### config.mk
export PLATFORM = sky130hd
export DESIGN_NAME = mem_port_arbiter
export DESIGN_NICKNAME = d
export VERILOG_FILES = /design/src/rtl/mem_port_arbiter.sv
export SDC_FILE = /design/constraint.sdc
export NUM_CORES = 1
export LEC_CHECK = 0
export CAP_MARGIN = 20
export CORE_MARGIN = 8
export CORE_UTILIZATION = 35
export CTS_BUF_LIST = sky130_fd_sc_hd__clkbuf_4
export DETAILED_ROUTE_END_ITERATION = 10
export GPL_ROUTABILITY_DRIVEN = 0
export PLACE_DENSITY = 0.82
export SLEW_MARGIN = 20
export SYNTH_ARGS = -nofsm -noshare
export SYNTH_HDL_FRONTEND = slang
export SYNTH_SLANG_ARGS = --single-unit
### constraint.sdc
create_clock -name clk -period 2.25 [get_ports clk]
set_clock_uncertainty 0.05 [all_clocks]
set_input_delay 0.225 -clock clk [delete_from_list [all_inputs] [get_ports clk]]
set_output_delay 0.225 -clock clk [all_outputs]
set_load 0.01 [all_outputs]
### src/rtl/mem_port_arbiter.sv
// Shares one memory port between instruction fetch and load/store with MEM priority and an IF starvation cap.
// Issue to response takes at least 3 cycles; one bus transaction is outstanding at a time.
module mem_port_arbiter #(
   parameter int unsigned STARVE_LIMIT = 3,
   parameter int unsigned ADDR_W       = 32,
   parameter int unsigned DATA_W       = 32
) (
   input  logic                clk,
   input  logic                rst,

   input  logic                if_req_i,
   input  logic [ADDR_W-1:0]   if_addr_i,
   output logic                if_gnt_o,
   output logic                if_rvalid_o,
   output logic [DATA_W-1:0]   if_rdata_o,
   output logic                if_stall_o,
   input  logic                flush_i,

   input  logic                mem_req_i,
   input  logic                mem_we_i,
   input  logic [DATA_W/8-1:0] mem_be_i,
   input  logic [ADDR_W-1:0]   mem_addr_i,
   input  logic [DATA_W-1:0]   mem_wdata_i,
   output logic                mem_gnt_o,
   output logic                mem_rvalid_o,
   output logic [DATA_W-1:0]   mem_rdata_o,
   output logic                mem_stall_o,

   output logic                bus_req_o,
   output logic                bus_we_o,
   output logic [DATA_W/8-1:0] bus_be_o,
   output logic [ADDR_W-1:0]   bus_addr_o,
   output logic [DATA_W-1:0]   bus_wdata_o,
   input  logic                bus_gnt_i,
   input  logic                bus_rvalid_i,
   input  logic [DATA_W-1:0]   bus_rdata_i
);

   localparam logic [1:0] IDLE     = 2'd0;
   localparam logic [1:0] ISSUE    = 2'd1;
   localparam logic [1:0] WAIT_RSP = 2'd2;

   localparam logic OWN_IF  = 1'b0;
   localparam logic OWN_MEM = 1'b1;

   logic [1:0] state;
   logic       owner;
   logic       drop;
   logic [3:0] starve_cnt;

   logic contested;
   logic starved;
   logic if_win;
   logic mem_win;
   logic rsp_fire;

   always_comb begin
      contested = if_req_i & mem_req_i;
      starved   = (starve_cnt == 4'(STARVE_LIMIT));
      if_win    = (state == IDLE) & if_req_i & (~mem_req_i | starved);
      mem_win   = (state == IDLE) & mem_req_i & ~if_win;
      rsp_fire  = (state == WAIT_RSP) & bus_rvalid_i;
   end

   // Requester-facing outputs are combinational; reset forces them low even mid-transaction.
   always_comb begin
      if_gnt_o     = ~rst & if_win;
      mem_gnt_o    = ~rst & mem_win;
      if_rvalid_o  = ~rst & rsp_fire & (owner == OWN_IF) & ~drop & ~flush_i;
      mem_rvalid_o = ~rst & rsp_fire & (owner == OWN_MEM);
      if_rdata_o   = rst ? '0 : bus_rdata_i;
      mem_rdata_o  = rst ? '0 : bus_rdata_i;
      if_stall_o   = ~rst & ((if_req_i & ~if_rvalid_o) | drop);
      mem_stall_o  = ~rst & mem_req_i & ~mem_rvalid_o;
   end

   always_ff @(posedge clk) begin
      if (rst) begin
         state       <= IDLE;
         owner       <= OWN_IF;
         drop        <= 1'b0;
         starve_cnt  <= '0;
         bus_req_o   <= 1'b0;
         bus_we_o    <= 1'b0;
         bus_be_o    <= '0;
         bus_addr_o  <= '0;
         bus_wdata_o <= '0;
      end else begin
         case (state)
            IDLE: begin
               if (if_win) begin
                  state       <= ISSUE;
                  owner       <= OWN_IF;
                  starve_cnt  <= '0;
                  bus_req_o   <= 1'b1;
                  bus_we_o    <= 1'b0;
                  bus_be_o    <= '1;
                  bus_addr_o  <= if_addr_i;
                  bus_wdata_o <= '0;
               end else if (mem_win) begin
                  state       <= ISSUE;
                  owner       <= OWN_MEM;
                  bus_req_o   <= 1'b1;
                  bus_we_o    <= mem_we_i;
                  bus_be_o    <= mem_be_i;
                  bus_addr_o  <= mem_addr_i;
                  bus_wdata_o <= mem_wdata_i;
                  if (contested) begin
                     starve_cnt <= starve_cnt + 4'd1;
                  end
               end
            end
            ISSUE: begin
               if (bus_gnt_i) begin
                  state     <= WAIT_RSP;
                  bus_req_o <= 1'b0;
               end
            end
            WAIT_RSP: begin
               if (bus_rvalid_i) begin
                  state <= IDLE;
               end
            end
            default: state <= IDLE;
         endcase

         // A redirected fetch still drains on the bus; its response is swallowed.
         if (rsp_fire) begin
            drop <= 1'b0;
         end else if (flush_i && (owner == OWN_IF) && (state == ISSUE || state == WAIT_RSP)) begin
            drop <= 1'b1;
         end
      end
   end

endmodule

==> out/results.tsv, run 1 <==
stage	metric	value	unit
clock_network	H-tree levels	3	
pwr	reported net switching power	1.96	mW
worst_hold_path	worst min-delay path category	primary input to flop	
yosys	#FFs+latches synth	78	
yosys	Post-Syn Nets	588	
pwr	Max VDD drop	0.476	mV
floorplanning	die extent in x	120	microns
floorplanning	die area	14400	sq um
yosys	Adder-Cell Fraction of Synth Area	1.65	%
routing	via count	4050	
yosys	area share of the largest cell type after synthesis	41.2	%
clock_network	clk root buf	clkbuf_4	
critical_path	startpoint types	flop	
placement	port bufs	279	
clock_network	clock insertion delay at the later pin of the skew report	410	ps
floorplanning	Die Y-Extent	120	microns
yosys	largest family of logic cells by synthesized area	compound AO/OA/AOI/OAI gates	
timing	Fin Hold WS	185	ps
final_layout	final net count	826	
final_layout	fraction of layout cells with a size suffix above 1	10.9	%
timing	final hold violation count	0	
status	status	completed	
routing	vias per cell	4.90	
final_layout	final core occ	63.1	%
final_layout	final non-filler cell total	826	
routing	Total Routed Length	15200	microns
timing	Max Fclk	0.458	GHz
critical_path	peak fanout along the critical path	4	
clock_network	CTS buffer count	9	
floorplanning	core area	10700	sq um
yosys	Yosys cell types	35	
pwr	clock power share	20.0	%
pwr	Int Pwr	3.59	mW
timing	Worst-Margin Slew	441	ps
timing	final setup violation count	0	
yosys	post-synthesis mux area share	0.826	%
placement	placed insts	809	
pwr	combinational power share	46.6	%
pwr	sequential share of power	33.4	%
routing	# DRC	0	
yosys	Async SR Flop Fraction	0	%
global_routing	pin count of the biggest net entering global routing	67	
run	max-cap violation count	0	
timing	Tmin final	2180	ps
routing	First-pass DRT Iterations	6	
critical_path	crit path kind	flop to primary output	
routing	Detail Route Antenna Nets	0	
global_routing	GRT Total Usage	19.8	%
global_routing	initial antenna violation count	0	
timing	Rel. slew slack	70.6	%
global_routing	number of global-route vias before repair	4279	
yosys	area leader, netlist	dfxtp_1	
yosys	Synth Area in Compound Gates	25.3	%
routing	DR WL/cell	18.4	microns
pwr	Final Power	5.55	mW
clock_network	CTS tree	done	
final_layout	area grow syn2layout	78.1	%
clock_network	register clock-pin slew on the reported worst setup and hold paths	140	ps
yosys	Syn Inst Count	443	
pwr	Power Density	822	nW/um^2
final_layout	ant diodes	0	
pwr	Leak	2.59	nW
floorplanning	# rows	38	
yosys	sequential share of the synthesized area	41.2	%
floorplanning	I/O pin count	280	
timing	Max Slew Vio Count	0	
routing	drt initial violations	202	
timing	fin crit share	97.0	%
global_routing	total gr overflow	0	
critical_path	worst path arrival time	1910	ps
global_routing	global-route wire length before repair	23100	microns
clock_network	CTS Hold Bufs	0	
yosys	synthesized area	3790	sq um
yosys	synth top area cells	dfxtp_1, a211oi_2, nor2_1, a22oi_1, buf_4	
placement	Detailed Place HPWL	11700	microns
yosys	Synth Warn #	0	
yosys	XOR/XNOR Fraction of Synth Area	0	%
yosys	Synth Flop Type	dfxtp_1	
yosys	Avg Inst Size Synth	8.55	sq um
yosys	EDFF count, synth	0	
critical_path	CP required	1980	ps
clock_network	Sink Count	78	
critical_path	CP Capture Type	primary output	
floorplanning	initial core utilization	35.4	%
clock_network	clk buf depth	2	
pwr	sw frac	35.3	%
yosys	Simple-Gate Fraction of Synth Area	18.8	%
-- cell usage in the layout, fill, tap and decap left out, types with 7 or more instances in the layout --
| cell | n |
|---|---|
| a211oi_1 | 7 |
| a211oi_2 | 30 |
| a21oi_1 | 36 |
| a22oi_1 | 33 |
| buf_4 | 12 |
| clkbuf_4 | 11 |
| clkdlybuf4s50_1 | 273 |
| dfxtp_1 | 76 |
| inv_1 | 10 |
| nand2_1 | 36 |
| nor2_1 | 79 |
| nor2b_1 | 33 |
-- per-stage QoR --
stage | instance area (sq um) | TNS, ps | setup slack (ps)
CTS | 6710 | -201 | -181
floorplan | 3790 | 0 | 491
global route | 6750 | -6.30 | -4.80
finish | 6750 | 0 | 66.6
global placement | 6520 | 0 | 132
detailed placement | 6520 | 0 | 90.1
-- routing by layer --
layer / share of wire [%] / up-vias / global-route usage, % / wire (microns)
li1: - / 1954 / - / -
met1: 38 / 1869 / 21.8 / 5780
met2: 48 / 203 / 33.6 / 7350
met4: 1.8 / 0 / 6.56 / 272
met3: 12 / 24 / 8.74 / 1800
met5: 0 / - / 0 / 0
-- flip-flops by register name, indices dropped and copies added (netlist names) --
name / flops
bus_we_o: 1
bus_req_o: 1
bus_wdata_o: 32
bus_be_o: 4
bus_addr_o: 32
drop: 1
owner: 1
starve_cnt: 4
state: 2
-- final timing paths --
check / start / to / slack, ps / cells past startpoint
min: rst / starve_cnt[2]$_SDFFE_PP0P_ / 180 / 2
max: state[0]$_SDFFE_PP0P_ / mem_stall_o / 70 / 4
min reg2reg: bus_be_o[2]$_SDFFE_PP0P_ / bus_be_o[2]$_SDFFE_PP0P_ / 460 / 2
max reg2reg: state[1]$_SDFFE_PP0P_ / bus_addr_o[12]$_SDFFE_PP0P_ / 330 / 7
-- power groups by stage --
stage | sequential (mW) | clock [mW] | combinational (mW)
global route | 1.89 | 1.21 | 2.81
CTS | 1.85 | 1.14 | 2.58
global placement | 1.85 | 0 | 2.51
floorplan | 1.98 | 0 | 1.24
finish | 1.85 | 1.11 | 2.59
detailed placement | 1.87 | 0 | 2.57
-- Yosys cell counts (all sizes together) (2+ instances only) --
cell	instances
a21oi	38
ha	5
o21ai	4
nor2b	33
nor3	2
nor3b	2
buf	48
clkbuf	19
o21a	2
a211oi	37
or3	2
mux2i	2
nand2	36
dfxtp	78
a31oi	2
nor2	79
a22oi	33
inv	11
-- cells by family (layout without fill, tap and decap cells) --
logic type,after synthesis,in the layout
AND/OR/NAND/NOR,159,159
AO/OA/AOI/OAI,120,120
flip-flops,78,78
buffers and inverters,78,321
adder cells (fa/ha/maj),5,5
multiplexers,3,3
-- timing repair --
item,4_1_cts,5_1_grt
endpoints found under the hold margin,0,0
setup endpoints to repair,6,4
buffers inserted,0,1
pin swaps,1,0
gates resized for setup,7,11
-- final cells by class --
type | instances | area, sq um
multi-input cells | 287 | 1820
clock buffers | 11 | 82.6
repair buffers | 294 | 2950
clock inverters | 5 | 106
fillers | 852 | 3950
flip-flops and latches | 78 | 1570
inverters | 11 | 43.8
well taps | 140 | 175
-- worst max-delay path: stages (launching register included) --
cell	delay [ps]
dfxtp_4	390
inv_4	50
ha_4	160
a311oi_1	270
clkdlybuf4s50_1	620
(Power assumes the default switching activity.)
==> run 2: changes to the inputs <==
--- a/config.mk
+++ b/config.mk
@@ -5,13 +5,16 @@
 export SDC_FILE = /design/constraint.sdc
 export NUM_CORES = 1
 export LEC_CHECK = 0
-export CAP_MARGIN = 20
+export CAP_MARGIN = 25
+export CELL_PAD_IN_SITES_DETAIL_PLACEMENT = 0
+export CELL_PAD_IN_SITES_GLOBAL_PLACEMENT = 2
 export CORE_MARGIN = 8
-export CORE_UTILIZATION = 35
+export CORE_UTILIZATION = 18
 export CTS_BUF_LIST = sky130_fd_sc_hd__clkbuf_4
 export DETAILED_ROUTE_END_ITERATION = 10
 export GPL_ROUTABILITY_DRIVEN = 0
-export PLACE_DENSITY = 0.82
+export HOLD_SLACK_MARGIN = 0.05
+export PLACE_DENSITY_LB_ADDON = 0.1
 export SLEW_MARGIN = 20
 export SYNTH_ARGS = -nofsm -noshare
 export SYNTH_HDL_FRONTEND = slang
==> run 2 against run 1 <==
  * Power is 1.8% lower
  * Combinational power hardly changed
  * Setup slack better by 110 ps
  * Clock power is 9% lower
  * Critical path type unchanged
  * Largest cell class unchanged
==> out/results.tsv, run 2 (synthesized netlist as in run 1, its figures left out) <==
stage	metric	value	unit	change
global_routing	global-route wire length before repair	25700	microns	+11%
critical_path	reg-to-reg slack, setup	380	ps	+50 ps
critical_path	startpoint types	flop		
placement	port bufs	279		unchanged
floorplanning	die area	25900	sq um	+80%
final_layout	final net count	833		+0.85%
global_routing	met2 Use GR	20.5	%	-13 points
final_layout	area grow syn2layout	82.0	%	
pwr	clock power share	18.5	%	-1.5 points
routing	drt initial violations	106		-48%
floorplanning	initial core utilization	18.2	%	-17 points
timing	Max Slew Vio Count	0		unchanged
timing	final hold violation count	0		unchanged
pwr	combinational power share	48.0	%	+1.4 points
final_layout	combined area of the multi-input logic cells	1810	sq um	-0.48%
critical_path	R2R Path Start	starve_cnt[0]$_SDFFE_PP0P_		
clock_network	CTS buffer count	9		unchanged
critical_path	RR Endpoint	bus_addr_o[8]$_SDFFE_PP0P_		
final_layout	fraction of layout cells with a size suffix above 1	12.1	%	+1.2 points
timing	RSZ-0062 raised after global routing	no		
global_routing	initial antenna violation count	1		+1
routing	vias per cell	4.13		-16%
worst_hold_path	Endpoint, Worst Hold	owner$_SDFFE_PP0P_		
routing	Total Routed Length	17100	microns	+12%
critical_path	CP Capture Type	primary output		
timing	Rel. slew slack	69.4	%	-1.2 points
final_layout	largest registers	bus_addr_o: 32 flops, bus_wdata_o: 32 flops		
status	status	completed		
timing	final setup violation count	0		unchanged
final_layout	Final Instance Area	6900	sq um	+2.2%
clock_network	clk buf depth	2		unchanged
placement	DP Area	6720	sq um	+3.1%
worst_hold_path	Hold Crit Start	rst		
worst_hold_path	hold path depth	2		unchanged
critical_path	Reg2Reg Depth	7		unchanged
final_layout	commonest non-fill, non-tap cell in the layout	clkdlybuf4s50_1		
clock_network	Sink Count	78		unchanged
global_routing	GR Layer Usage met1	15.4	%	-6.4 points
global_routing	pin count of the biggest net entering global routing	41		-39%
global_routing	GRT Total Usage	12.7	%	-7.1 points
placement	Detailed Place HPWL	12700	microns	+9.1%
critical_path	CP startpoint	state[0]$_SDFFE_PP0P_		
pwr	Leak	2.59	nW	about the same
floorplanning	# rows	53		+39%
final_layout	register area	1560	sq um	-0.16%
routing	via count	4001		-1.2%
timing	Tmin final	2080	ps	-106 ps
pwr	sequential share of power	33.6	%	+0.2 points
clock_network	clock insertion delay at the later pin of the skew report	430	ps	+20 ps
pwr	Max VDD drop	0.312	mV	-34%
routing	DR WL/cell	17.6	microns	-4.2%
floorplanning	core area	20800	sq um	+95%
clock_network	clk root buf	clkbuf_4		
pwr	Int Pwr	3.44	mW	-4.2%
critical_path	crit path kind	flop to primary output		
floorplanning	die extent in x	161	microns	+34%
pwr	sw frac	36.9	%	+1.5 points
routing	Detail Route Antenna Nets	0		unchanged
global_routing	total gr overflow	0		unchanged
global_routing	grt peak-use layer	met2		
final_layout	fill cell count	2211		+160%
clock_network	CTS tree	done		
floorplanning	Die Y-Extent	161	microns	+34%
floorplanning	I/O pin count	280		unchanged
clock_network	CTS Hold Bufs	0		unchanged
pwr	Power Density	790	nW/um^2	-3.9%
run	max-cap violation count	0		unchanged
timing	Worst-Margin Slew	458	ps	+17.7 ps
routing	# DRC	0		unchanged
timing	Max Fclk	0.481	GHz	+5.1%
pwr	reported net switching power	2.01	mW	+2.4%
critical_path	worst path arrival time	1800	ps	-110 ps
routing	First-pass DRT Iterations	4		-2
timing	fin crit share	92.3	%	-4.7 points
clock_network	register clock-pin slew on the reported worst setup and hold paths	130	ps	about the same
timing	Fin Setup TNS	0	ps	unchanged
critical_path	CP required	1980	ps	about the same
clock_network	H-tree levels	3		unchanged
critical_path	peak fanout along the critical path	3		-1
worst_hold_path	worst min-delay path category	primary input to flop		
global_routing	number of global-route vias before repair	4216		-1.5%
final_layout	commonest non-fill, non-tap cells in the layout	clkdlybuf4s50_1, nor2_1, dfxtp_1		
global_routing	M3 GR Usage	5.09	%	-3.6 points
-- run 2: metrics by stage --
step | instances | util (%) | total power, mW | setup slack (ps) | hold slack [ps]
6_report | 969 | 33.1 | 5.45 | 173 | 163
5_1_grt | 969 | 33.1 | 5.88 | 20.9 | 150
4_1_cts | 967 | 33.0 | 5.59 | 0.104 | 131
3_5_place_dp | 951 | 32.3 | 4.52 | 49.5 | 433
3_3_place_gp | 951 | 32.3 | 4.51 | 36.1 | 428
2_1_floorplan | 443 | - | 3.21 | 491 | 276
-- run 2: per-layer routing --
layer / up-vias / share of wire (%)
met5: - / 0
met4: 0 / 0.93
met3: 9 / 8.7
met2: 154 / 47
met1: 1863 / 43
li1: 1975 / -
-- run 2: power groups by stage --
stage	Clock (mW)	Combinational, mW	Sequential [mW]
finish	1.01	2.61	1.83
global route	1.13	2.88	1.87
CTS	1.09	2.67	1.83
detailed placement	0	2.67	1.86
global placement	0	2.66	1.85
floorplan	0	1.24	1.98
-- run 2: how the worst max path moves through the flow --
stage | endpoint | slack [ps] | cells after the start
2_1_floorplan | mem_gnt_o | 490 | 6
3_3_place_gp | mem_gnt_o | 40 | 5
3_5_place_dp | mem_gnt_o | 50 | 5
4_1_cts | if_stall_o | 0.1 | 7
5_1_grt | mem_gnt_o | 20 | 6
6_report | if_stall_o | 170 | 7
-- run 2: layout make-up --
type / count / area share, %
timing repair buffer: 301 / 43.0
multi-input combinational: 287 / 26.3
sequential: 78 / 22.7
tap: 275 / 4.99
clock inverter: 7 / 1.42
clock buffer: 9 / 0.980
inverter: 11 / 0.599
antenna: 1 / 0.0363
-- run 2: timing repair --
action / 4_1_cts / 5_1_grt
resized for setup: 8 / 10
endpoints found under the setup margin: 6 / 3
setup buffers: 0 / 1
-- run 2: worst max-delay path: stages (launching register included) --
cell	delay, ps
dfxtp_2	350
inv_2	60
ha_2	180
nand2_1	60
or3_1	320
a21oi_2	140
nor2_1	50
clkdlybuf4s15_1	230
==> run 3: changes to the inputs <==
--- a/config.mk
+++ b/config.mk
@@ -15,6 +15,8 @@
 export GPL_ROUTABILITY_DRIVEN = 0
 export HOLD_SLACK_MARGIN = 0.05
 export PLACE_DENSITY_LB_ADDON = 0.1
+export RECOVER_POWER = 25
+export SETUP_SLACK_MARGIN = 0.2
 export SLEW_MARGIN = 20
 export SYNTH_ARGS = -nofsm -noshare
 export SYNTH_HDL_FRONTEND = slang
==> run 3 against run 2 <==
  * Flip-flop and latch count stayed put
  * Cell count unchanged
  * Critical path depth stayed put
  * Maximum frequency grew 5.8%
  * Highest routed layer unchanged
  * Non-clock buffer count stayed put
  * Utilization about the same
  * Clock power about the same
  * Via count about the same
==> out/results.tsv, run 3 (synthesized netlist as in run 1, its figures left out) <==
stage	metric	value	unit	change
floorplanning	die area	25900	sq um	unchanged
final_layout	final non-filler cell total	969		unchanged
final_layout	final net count	833		unchanged
timing	Fin Hold WS	172	ps	+9.01 ps
timing	Max Slew Vio Count	0		unchanged
clock_network	CTS tree	done		
global_routing	GRT Total Usage	12.7	%	unchanged
placement	pre-CTS WS	49.5	ps	unchanged
routing	First-pass DRT Iterations	4		unchanged
critical_path	Reg2Reg Depth	8		+1
routing	DR WL/cell	17.6	microns	-0.11%
pwr	Power Density	780	nW/um^2	-1.2%
final_layout	largest registers	bus_addr_o: 32 flops, bus_wdata_o: 32 flops		
final_layout	commonest non-fill, non-tap cells in the layout	clkdlybuf4s50_1, nor2_1, dfxtp_1		
floorplanning	# rows	53		unchanged
floorplanning	initial core utilization	18.2	%	unchanged
clock_network	Sink Count	78		unchanged
clock_network	clk root buf	clkbuf_4		
timing	final hold violation count	0		unchanged
final_layout	fill cell count	2211		unchanged
critical_path	worst stage delay on the critical path	350	ps	about the same
critical_path	worst path arrival time	1690	ps	-110 ps
pwr	Int Pwr	3.39	mW	-1.6%
clock_network	CTS buffer count	9		unchanged
final_layout	area grow syn2layout	82.2	%	about the same
clock_network	clk buf depth	2		unchanged
critical_path	CP Capture Type	primary output		
placement	DP Area	6720	sq um	unchanged
pwr	Leak	2.70	nW	+4.3%
routing	drt initial violations	116		+9.4%
timing	fin crit share	87.3	%	-5.1 points
final_layout	fraction of layout cells with a size suffix above 1	13.0	%	+0.87 points
pwr	Final Power	5.39	mW	-1.1%
routing	# DRC	0		unchanged
clock_network	H-tree levels	3		unchanged
critical_path	reg-to-reg slack, setup	300	ps	-80 ps
global_routing	total gr overflow	0		unchanged
placement	Detailed Place HPWL	12700	microns	unchanged
pwr	clock power share	18.7	%	+0.2 points
critical_path	Worst path slowest cell	dfxtp_2		
floorplanning	die extent in x	161	microns	unchanged
critical_path	peak fanout along the critical path	3		unchanged
routing	via count	3998		-0.075%
critical_path	startpoint types	flop		
routing	vias per cell	4.13		about the same
global_routing	pin count of the biggest net entering global routing	41		unchanged
pwr	sw frac	37.2	%	+0.28 points
timing	final setup violation count	0		unchanged
worst_hold_path	worst min-delay path category	primary input to flop		
worst_hold_path	hold path depth	2		unchanged
routing	Detail Route Antenna Nets	0		unchanged
timing	Max Fclk	0.509	GHz	+5.8%
critical_path	crit-path cells	inv_2, ha_2, nand2_1, or3_1, a21oi_2, nor2_1, buf_2		
routing	Total Routed Length	17100	microns	-0.11%
pwr	sequential share of power	33.8	%	+0.2 points
timing	Worst-Margin Slew	458	ps	-0.00226 ps
timing	Worst Slack Setup Final	287	ps	+114 ps
global_routing	global-route wire length before repair	25700	microns	about the same
floorplanning	core area	20800	sq um	unchanged
timing	Rel. slew slack	69.4	%	about the same
run	max-cap violation count	0		unchanged
global_routing	initial antenna violation count	1		unchanged
clock_network	clock insertion delay at the later pin of the skew report	430	ps	about the same
final_layout	final core occ	33.1	%	about the same
timing	Fin Setup TNS	0	ps	unchanged
status	status	completed		
critical_path	CP required	1980	ps	about the same
timing	Tmin final	1960	ps	-114 ps
placement	port bufs	279		unchanged
pwr	reported net switching power	2.00	mW	-0.36%
final_layout	Final Instance Area	6900	sq um	about the same
floorplanning	I/O pin count	280		unchanged
critical_path	crit path kind	flop to primary output		
placement	placed insts	951		unchanged
pwr	combinational power share	47.5	%	-0.5 points
pwr	Max VDD drop	0.303	mV	-3.0%
final_layout	commonest non-fill, non-tap cell in the layout	clkdlybuf4s50_1		
timing	RSZ-0062 raised after global routing	yes		
floorplanning	Die Y-Extent	161	microns	unchanged
global_routing	number of global-route vias before repair	4217		+0.024%
clock_network	register clock-pin slew on the reported worst setup and hold paths	130	ps	about the same
-- run 3: final cells by class --
type / count / area, sq um / area share (%)
Clock inverter: 7 / 97.6 / 1.41
Sequential cell: 78 / 1570 / 22.7
Multi-Input combinational cell: 287 / 1820 / 26.4
Inverter: 11 / 41.3 / 0.598
Clock buffer: 9 / 67.6 / 0.979
Timing Repair Buffer: 301 / 2960 / 42.9
Tap cell: 275 / 344 / 4.99
Antenna cell: 1 / 2.50 / 0.0363
-- run 3: power groups by stage --
stage / sequential (mW) / combinational, mW / clock, mW
after floorplan: 1.98 / 1.24 / 0
final: 1.82 / 2.56 / 1.01
after CTS: 1.83 / 2.68 / 1.09
after detailed placement: 1.86 / 2.67 / 0
after global placement: 1.85 / 2.66 / 0
after global routing: 1.86 / 2.82 / 1.13
-- run 3: what timing repair did --
item                       CTS  global route
hold buffers                 0             0
setup endpoints to repair    6             5
resized for setup           23            14
pin swaps                    1             1
setup buffers                1             0
-- run 3: per-layer routing --
layer / GRT usage [%] / wire length, microns / vias to the layer above
met1: 15.4 / 7400 / 1863
li1: - / - / 1974
met2: 20.5 / 8000 / 152
met3: 5.06 / 1490 / 9
met5: 0 / 0 / -
met4: 3.41 / 158 / 0
-- run 3: worst paths after layout --
check | start | to
hold / removal | rst | owner$_SDFFE_PP0P_
setup / recovery | state[0]$_SDFFE_PP0P_ | if_stall_o
setup reg to reg | state[1]$_SDFFE_PP0P_ | bus_addr_o[24]$_SDFFE_PP0P_
hold reg to reg | bus_req_o$_SDFFE_PP0P_ | bus_req_o$_SDFFE_PP0P_
-- run 3: critical path, delay by kind of cell, from the launching register on --
kind / cells / cell delay, ps
compound gates: 1 / 120
flops: 1 / 350
fa+ha+maj: 1 / 180
buf+inv: 2 / 190
simple gates: 3 / 430
